`src/rtl/i2s_rx_sync.sv`:
```
// I2S / left-justified stereo receiver: synchronises the audio pins into clk,
// assembles left/right samples and hands each complete frame over a valid/ready port.
module i2s_rx_sync #(
  parameter int DATA_W   = 24,
  parameter int MODE     = 0,
  parameter int MIN_SLOT = 8
) (
  input  logic              clk,
  input  logic              rst_n,
  input  logic              audio_bclk,
  input  logic              audio_lrclk,
  input  logic              audio_sdata,
  output logic [DATA_W-1:0] out_ldata,
  output logic [DATA_W-1:0] out_rdata,
  output logic              out_valid,
  input  logic              out_ready,
  output logic              overrun,
  output logic              frame_err
);

  localparam logic [5:0]        SLOT_DATA_W = 6'(DATA_W);
  localparam logic [5:0]        SLOT_MIN    = 6'(MIN_SLOT);
  localparam logic [DATA_W-1:0] TOP_BIT     = {1'b1, {(DATA_W-1){1'b0}}};

  logic [1:0]        bclk_sync, lrclk_sync, sdata_sync;
  logic              bclk_prev;
  logic              lr_delay, steer_prev, seen_left;
  logic [5:0]        lcnt, rcnt;
  logic [DATA_W-1:0] lshift, rshift;

  logic              bit_event, steer, slot_end, frame_done, short_slot;
  logic [5:0]        end_cnt, cur_cnt, next_cnt;
  logic [DATA_W-1:0] cur_data, next_data;

  always_ff @(posedge clk or negedge rst_n) begin
    if (!rst_n) begin
      bclk_sync  <= '0;
      lrclk_sync <= '0;
      sdata_sync <= '0;
      bclk_prev  <= 1'b0;
    end else begin
      bclk_sync  <= {bclk_sync[0], audio_bclk};
      lrclk_sync <= {lrclk_sync[0], audio_lrclk};
      sdata_sync <= {sdata_sync[0], audio_sdata};
      bclk_prev  <= bclk_sync[1];
    end
  end

  // In I2S mode the first bit after an LRCLK edge is still the previous slot's LSB,
  // so the slot select lags the sampled LRCLK by one bit event.
  always_comb begin
    bit_event  = bclk_sync[1] & ~bclk_prev;
    steer      = (MODE == 0) ? lr_delay : lrclk_sync[1];
    slot_end   = steer ^ steer_prev;
    frame_done = slot_end & steer_prev;
    end_cnt    = steer_prev ? rcnt : lcnt;
    short_slot = (end_cnt < SLOT_DATA_W) || (end_cnt < SLOT_MIN);
    cur_cnt    = slot_end ? 6'd0 : (steer ? rcnt : lcnt);
    cur_data   = steer ? rshift : lshift;
    next_data  = (cur_cnt == 6'd0) ? '0 : cur_data;
    if (sdata_sync[1]) next_data = next_data | (TOP_BIT >> cur_cnt);
    next_cnt   = (cur_cnt == 6'd63) ? cur_cnt : cur_cnt + 6'd1;
  end

  // Slots whose start was not observed since reset are neither checked nor delivered.
  always_ff @(posedge clk or negedge rst_n) begin
    if (!rst_n) begin
      lr_delay   <= 1'b0;
      steer_prev <= 1'b0;
      seen_left  <= 1'b0;
      lcnt       <= '0;
      rcnt       <= '0;
      lshift     <= '0;
      rshift     <= '0;
      out_ldata  <= '0;
      out_rdata  <= '0;
      out_valid  <= 1'b0;
      overrun    <= 1'b0;
      frame_err  <= 1'b0;
    end else begin
      overrun   <= 1'b0;
      frame_err <= 1'b0;
      if (out_valid && out_ready) out_valid <= 1'b0;
      if (bit_event) begin
        lr_delay   <= lrclk_sync[1];
        steer_prev <= steer;
        if (steer) begin
          rshift <= next_data;
          rcnt   <= next_cnt;
          if (slot_end) lcnt <= '0;
        end else begin
          lshift <= next_data;
          lcnt   <= next_cnt;
          if (slot_end) rcnt <= '0;
        end
        if (slot_end && seen_left && short_slot) frame_err <= 1'b1;
        if (frame_done) begin
          seen_left <= 1'b1;
          if (seen_left) begin
            out_ldata <= lshift;
            out_rdata <= rshift;
            out_valid <= 1'b1;
            overrun   <= out_valid & ~out_ready;
          end
        end
      end
    end
  end

endmodule
```
`config.mk`:
```
export PLATFORM = sky130hd
export DESIGN_NAME = i2s_rx_sync
export DESIGN_NICKNAME = d
export VERILOG_FILES = /design/src/rtl/i2s_rx_sync.sv
export SDC_FILE = /design/constraint.sdc
export NUM_CORES = 1
export LEC_CHECK = 0
export BUFFER_PORTS_ARGS = -buffer_cell sky130_fd_sc_hd__clkbuf_2
export CAP_MARGIN = 20
export CORE_MARGIN = 2
export CORE_UTILIZATION = 58
export CTS_CLUSTER_DIAMETER = 100
export CTS_CLUSTER_SIZE = 24
export DETAILED_ROUTE_END_ITERATION = 8
export PLACE_DENSITY = 0.79
export SLEW_MARGIN = 15
export SYNTH_ARGS = -nofsm -noshare
export SYNTH_HDL_FRONTEND = slang
export SYNTH_SLANG_ARGS = --single-unit
```
`constraint.sdc`:
```
create_clock -name clk -period 3.8 [get_ports clk]
set_input_delay 0.57 -clock clk [delete_from_list [all_inputs] [get_ports clk]]
set_output_delay 0.57 -clock clk [all_outputs]
set_load 0.02 [all_outputs]
```
After elaboration in Yosys (flattened, before gate mapping)
Index checks and enable logic that the tools add are counted.
{ "word_totals": {"register_bits": 121, "inputBits": 6, "word_cells": 61} }
{ "op_classes": {"n_addsub": 1, "order_cmp": 2, "n_eq_ne": 2, "n_shift": 1, "mux": 19, "bitwise": 8, "reduce_logical": 12} }
{ "op_table": {"columns": ["operator", "n"], "rows": [
  ["24-bit two-way mux", 3],
  ["6-bit two-way mux", 7],
  ["24-bit OR", 1],
  ["24-bit by 6-bit right shift with 24-bit output (first input constant)", 1],
  ["2-bit AND reduction", 5],
  ["1-bit two-way mux", 9],
  ["6-bit by 1-bit adder with 6-bit output (second input constant)", 1],
  ["6-bit == test (second input constant)", 1],
  ["6-bit zero test", 1],
  ["6-bit by 4-bit < comparator with 1-bit output (second input constant)", 1],
  ["6-bit by 5-bit < comparator with 1-bit output (second input constant)", 1],
  ["1-bit bitwise AND", 3],
  ["1-bit logical AND", 3],
  ["1-bit NOT", 3],
  ["3-bit AND reduction", 1],
  ["2-bit by 1-bit != test with 1-bit output (second input constant)", 1],
  ["2-bit nonzero test", 1],
  ["1-bit logical OR", 1],
  ["1-bit bitwise XOR", 1]
]} }

Logic depth before layout (Yosys ltp)
{ "logic_depth": {"ltp_word": 6, "depth_mapped": 14} }

Worst setup path after synthesis
OpenSTA, ideal clock, no wires.
{ "synth_timing": {"path_type": "flip-flop to flip-flop", "from": "register lr_delay", "to": "register lshift[5]", "setup_time_ns": 0.121, "arrival_time_ns": 3.086, "path_slack_ns": 0.593, "stages_incl_launch_ff": 15, "synth_period_minus_slack_ns": 3.207, "path_cell_list": "dfrtp_1 buf_6 buf_2 inv_1 ha_1 buf_1 clkbuf_1 nor2_1 inv_1 ha_1 o21ai_0 a211o_1 buf_6 buf_8 a22o_1"} }
{ "synth_between": {"elab_chain_cells": 6, "word_cells_on_any_way": 11, "cone_classes": "shift (1); mux (5); bitwise (3); reduce/logical (2)"} }
{ "synth_lines": {"columns": ["element", "line_no", "text"], "rows": [
  ["start: declaration", "27", "logic lr_delay, steer_prev, seen_left;"],
  ["start signal: assignment", "85", "lr_delay <= lrclk_sync[1];"],
  ["branches (longest 6 deep; another with 24-bit by 6-bit right shift with 24-bit output)", null, null],
  ["end signal: assignment", "92", "lshift <= next_data;"],
  ["end: declaration", "29", "logic [DATA_W-1:0] lshift, rshift;"]
]} }
Parallel ways; which one is timed is not known.
A chain may end at the register's enable or synchronous reset.

Worst setup path after layout
{ "layout_timing": {"from": "register steer_prev", "to": "register rshift[23]"} }
{ "layout_between": {"elab_chain_cells": 6, "word_cells_on_any_way": 7, "cone_classes": "shift (1); mux (3); bitwise (2); reduce/logical (1)"} }
{ "layout_lines": {"columns": ["element", "line_no", "text"], "rows": [
  ["start: declaration", "27", null],
  ["start signal: assignment", "86", "steer_prev <= steer;"],
  ["1-bit bitwise XOR (*)", "54", "slot_end = steer ^ steer_prev;"],
  ["6-bit two-way mux (*)", "58", "cur_cnt = slot_end ? 6'd0 : (steer ? rcnt : lcnt);"],
  ["branches (longest 3 deep; another with 24-bit by 6-bit right shift with 24-bit output)", null, null],
  ["24-bit two-way mux (*)", "61", "if (sdata_sync[1]) next_data = next_data | (TOP_BIT >> cur_cnt);"],
  ["end signal: assignment", "88", "rshift <= next_data;"],
  ["end: declaration", "29", null]
]} }
Mark *: on every way between the ends.

==> impl_metrics.csv <==
group,metric,value,unit
logic_synthesis,synth_ff_type,"dfrtp_1",
outcome,status,"finished, final reports clean",
clocking,clock_latency,520,ps
clocking,clk_path_buf_depth,2,
placed_design,pre_cts_slack,981.3,ps
critical_path,critical_path.max_stage_delay,610,ps
timing,clock_skew,9.511,ps
placed_design,numPortBuffers,56,
layout,syn_to_final_growth,19.34,%
job,maxCapViolCount,0,
layout,diodes,0,
logic_synthesis,yosys.area_share.simple,10.88,%
routing,drc,0,
logic_synthesis,ys_seq_elements,121,
logic_synthesis,synth_edf_count,0,
critical_path,end_kind,"register",
floorplanning,start_util,59.26,%
logic_synthesis,ys_seq_area_share,59.17,%
logic_synthesis,synth.avg_cell_area,12.79,µm²
logic_synthesis,synth_compound_area_share,12.71,%
timing,setup_viol_count_final,0,
logic_synthesis,synth_cells,400,
critical_path,crit_chain,"inv_1, ha_1, nor2_1, inv_1, ha_1, o21ai_0, a211o_1, mux2_2",
floorplanning,ios,57,
routing,routedWlPerCell,19.17,µm
logic_synthesis,synth_top_area_share,59.17,%
floorplanning,coreArea,8636,µm²
timing,finalHoldViolCount,0,
layout,n_fill_cell,597,
placed_design,place_congestion,0.9324,
global_routing,antenna_found_initial,0,
timing,period_needed,2897,ps
critical_path,r2r-end,"rshift[23]$_DFFE_PN0P_",
timing,rsz0062_at_grt,"false",
routing,drtAntennaViolNets,0,
timing,setup_ws,903.0,ps
timing,slew_headroom,40.00,%
layout,final_nets,478,
power,pwr_density_cell,590.4,nW/µm²
logic_synthesis,synth_warnings,0,
critical_path,cp_data_required_time,4200,ps
critical_path,path_delay_family,"compound AO/OA/AOI/OAI gates",
logic_synthesis,synth.cells.most_frequent,"121 x dfrtp_1, 51 x mux2_2, 32 x a22o_1, 24 x nor2_1, 18 x nand2_1",
global_routing,grt_overflow,0,
logic_synthesis,synth_most_common_cell,"dfrtp_1",
logic_synthesis,synth_top_family_by_area,"compound AO/OA/AOI/OAI gates",
logic_synthesis,synth-xor-area-share,0,%
floorplanning,die_x,97.93,µm
logic_synthesis,synth_async_sr_flop_share,100.0,%
critical_path,cpMaxStageDelayCell,"a211o_1",
critical_path,cp_max_fo,19,
global_routing,grt_pass1_vias,3580,
logic_synthesis,yosys.area_share.adder,1.956,%
routing,first_pass_iters,5,
clocking,postCtsHoldBufs,0,
logic_synthesis,ys_types,49,
global_routing,grtUsageTotal,25.05,%
clocking,ctsRootBufferMaster,"clkbuf_8",
power,peakVddDrop,0.3474,mV
logic_synthesis,synthMuxAreaShare,12.59,%
clocking,cts.repair.resized,0,
clocking,htreeDepth,4,
critical_path,arrival,3300,ps
logic_synthesis,postSynthNetCount,414,
critical_path,worst-setup-path-type,"reg -> reg",
critical_path,cp_num_buf_inv,2,
critical_path,r2r_cells,8,
global_routing,grt_pass1_wl,18530,µm
floorplanning,fp.dieH,97.93,µm
logic_synthesis,yosysTopAreaCell,"dfrtp_1",
clocking,clock_sinks,121,
timing,worst_pin_slew,892.6,ps
floorplanning,rows,34,
critical_path,r2r_start,"steer_prev$_DFFE_PN0P_",
critical_path,path_depth,8,
placed_design,dp.final_hpwl,7196,µm
timing,drv_slew,0,
routing,route.final.wire_length,11210,µm
logic_synthesis,ys_top_cells_by_area,"dfrtp_1 59%, mux2_2 11%, a22o_1 5.5%",
timing,fin_setup_tns,0,ps
global_routing,grt_max_degree,61,
power,p_leak,3.043,nW
timing,max_freq,345.2,MHz
critical_path,crit_path_start_kind,"register",
clocking,cts_tree,"built",
layout,drive_gt1_share,32.08,%
routing,drt-initial-drc-count,360,
routing,post_drt_via_cell_ratio,6.130,
logic_synthesis,syn-cell-area,5117,µm²
clocking,post_cts_buffers,0,
clocking,clkTransAtPathRegs,60,ps
critical_path,r2r_slack,900,ps
routing,via_count,3586,
floorplanning,floorplan.die_area,9590,µm²
clocking,cts-buffers-inserted,17,
timing,period_share,76.24,%
worst_hold_path,hp-class,"in -> async",
==> placed cells by master (no fill, tap or decap), types with 3 or more instances in the layout <==
| master | instances |
|---|---|
| inv_6 | 6 |
| and2_1 | 6 |
| o21a_1 | 6 |
| a211o_1 | 3 |
| a21oi_1 | 14 |
| nand4_1 | 5 |
| nor2_1 | 24 |
| nand3b_1 | 6 |
| dfrtp_1 | 121 |
| ha_1 | 8 |
| mux2_2 | 51 |
| nand2b_1 | 5 |
| a21o_1 | 4 |
| nor3_1 | 12 |
| clkinv_4 | 3 |
| bufinv_16 | 4 |
| o21ai_0 | 8 |
| nand3_1 | 4 |
| mux2i_1 | 7 |
| inv_1 | 5 |
| nand2_1 | 18 |
| buf_4 | 9 |
| clkbuf_2 | 55 |
| a211oi_1 | 6 |
| a22o_1 | 32 |
| clkbuf_16 | 16 |
| nor4_1 | 3 |
==> how the worst max path moves through the flow <==
stage	to	from
floorplan	lshift[5]$_DFFE_PN0P_	lr_delay$_DFFE_PN0P_
finish	rshift[23]$_DFFE_PN0P_	steer_prev$_DFFE_PN0P_
global placement	rshift[23]$_DFFE_PN0P_	steer_prev$_DFFE_PN0P_
CTS	lshift[23]$_DFFE_PN0P_	steer_prev$_DFFE_PN0P_
detailed placement	lshift[23]$_DFFE_PN0P_	steer_prev$_DFFE_PN0P_
global route	lshift[23]$_DFFE_PN0P_	steer_prev$_DFFE_PN0P_
==> where the power goes <==
part | internal (mW) | leakage (nW) | total, mW | switching [mW]
Combinational | 0.165 | 1.10 | 0.457 | 0.292
Sequential | 1.39 | 1.64 | 1.46 | 0.0695
Clock | 1.08 | 0.304 | 1.69 | 0.611
Total | 2.63 | 3.04 | 3.61 | 0.972
==> final cells by class <==
type                    instances  area (µm²)  share of cell area (%)
flip-flops and latches        121        3028                   49.58
well taps                     108       135.1                   2.213
clock inverters                15       211.5                   3.462
multi-input cells             255        1957                   32.04
repair buffers                 64       342.8                   5.614
clock buffers                  17       414.1                   6.781
inverters                       5       18.77                  0.3073
==> state kept, by name, summed over array words and instances (netlist names) <==
| signal | flops |
|---|---|
| bclk_prev | 1 |
| seen_left | 1 |
| frame_err | 1 |
| overrun | 1 |
| steer_prev | 1 |
| lcnt | 6 |
| out_rdata | 24 |
| out_valid | 1 |
| bclk_sync | 2 |
| sdata_sync | 2 |
| rshift | 24 |
| out_ldata | 24 |
| lrclk_sync | 2 |
| rcnt | 6 |
| lr_delay | 1 |
| lshift | 24 |
==> kinds of logic (layout without fill, tap and decap cells) <==
family | count (synthesis) | in the layout
simple gates | 102 | 102
compound gates | 87 | 87
mux | 58 | 58
flops | 121 | 121
fa+ha+maj | 8 | 8
buf+inv | 24 | 101
==> metrics by stage <==
step                util, %  total power, mW  cell area [µm²]  hold WS, ps  instances
global route          70.72            3.744             6107        130.1        585
global placement      63.47            1.911             5482        332.5        553
detailed placement    63.47            1.931             5482        338.9        553
floorplan                 -            1.778             5117        274.4        400
CTS                   70.72            3.626             6107        124.0        585
finish                70.72            3.606             6107        103.9        585
==> metal layers <==
| layer | vias to the layer above | share of wire [%] | wire (µm) | track usage (%) |
|---|---|---|---|---|
| li1 | 1606 | - | - | - |
| met1 | 1807 | 42 | 4750 | 34.22 |
| met5 | - | 0 | 0 | 0 |
| met4 | 0 | 1.6 | 174 | 10.26 |
| met2 | 156 | 49 | 5550 | 38.62 |
| met3 | 17 | 6.6 | 737 | 6.514 |
==> worst register-to-register path, cell delays in order (launching register included) <==
cell     delay (ps)
dfrtp_1         410
inv_1            80
ha_1            320
nor2_1          320
inv_1           130
ha_1            290
o21ai_0         220
a211o_1         610
mux2_2          410
No activity file was read; power rests on OpenSTA's default activity.
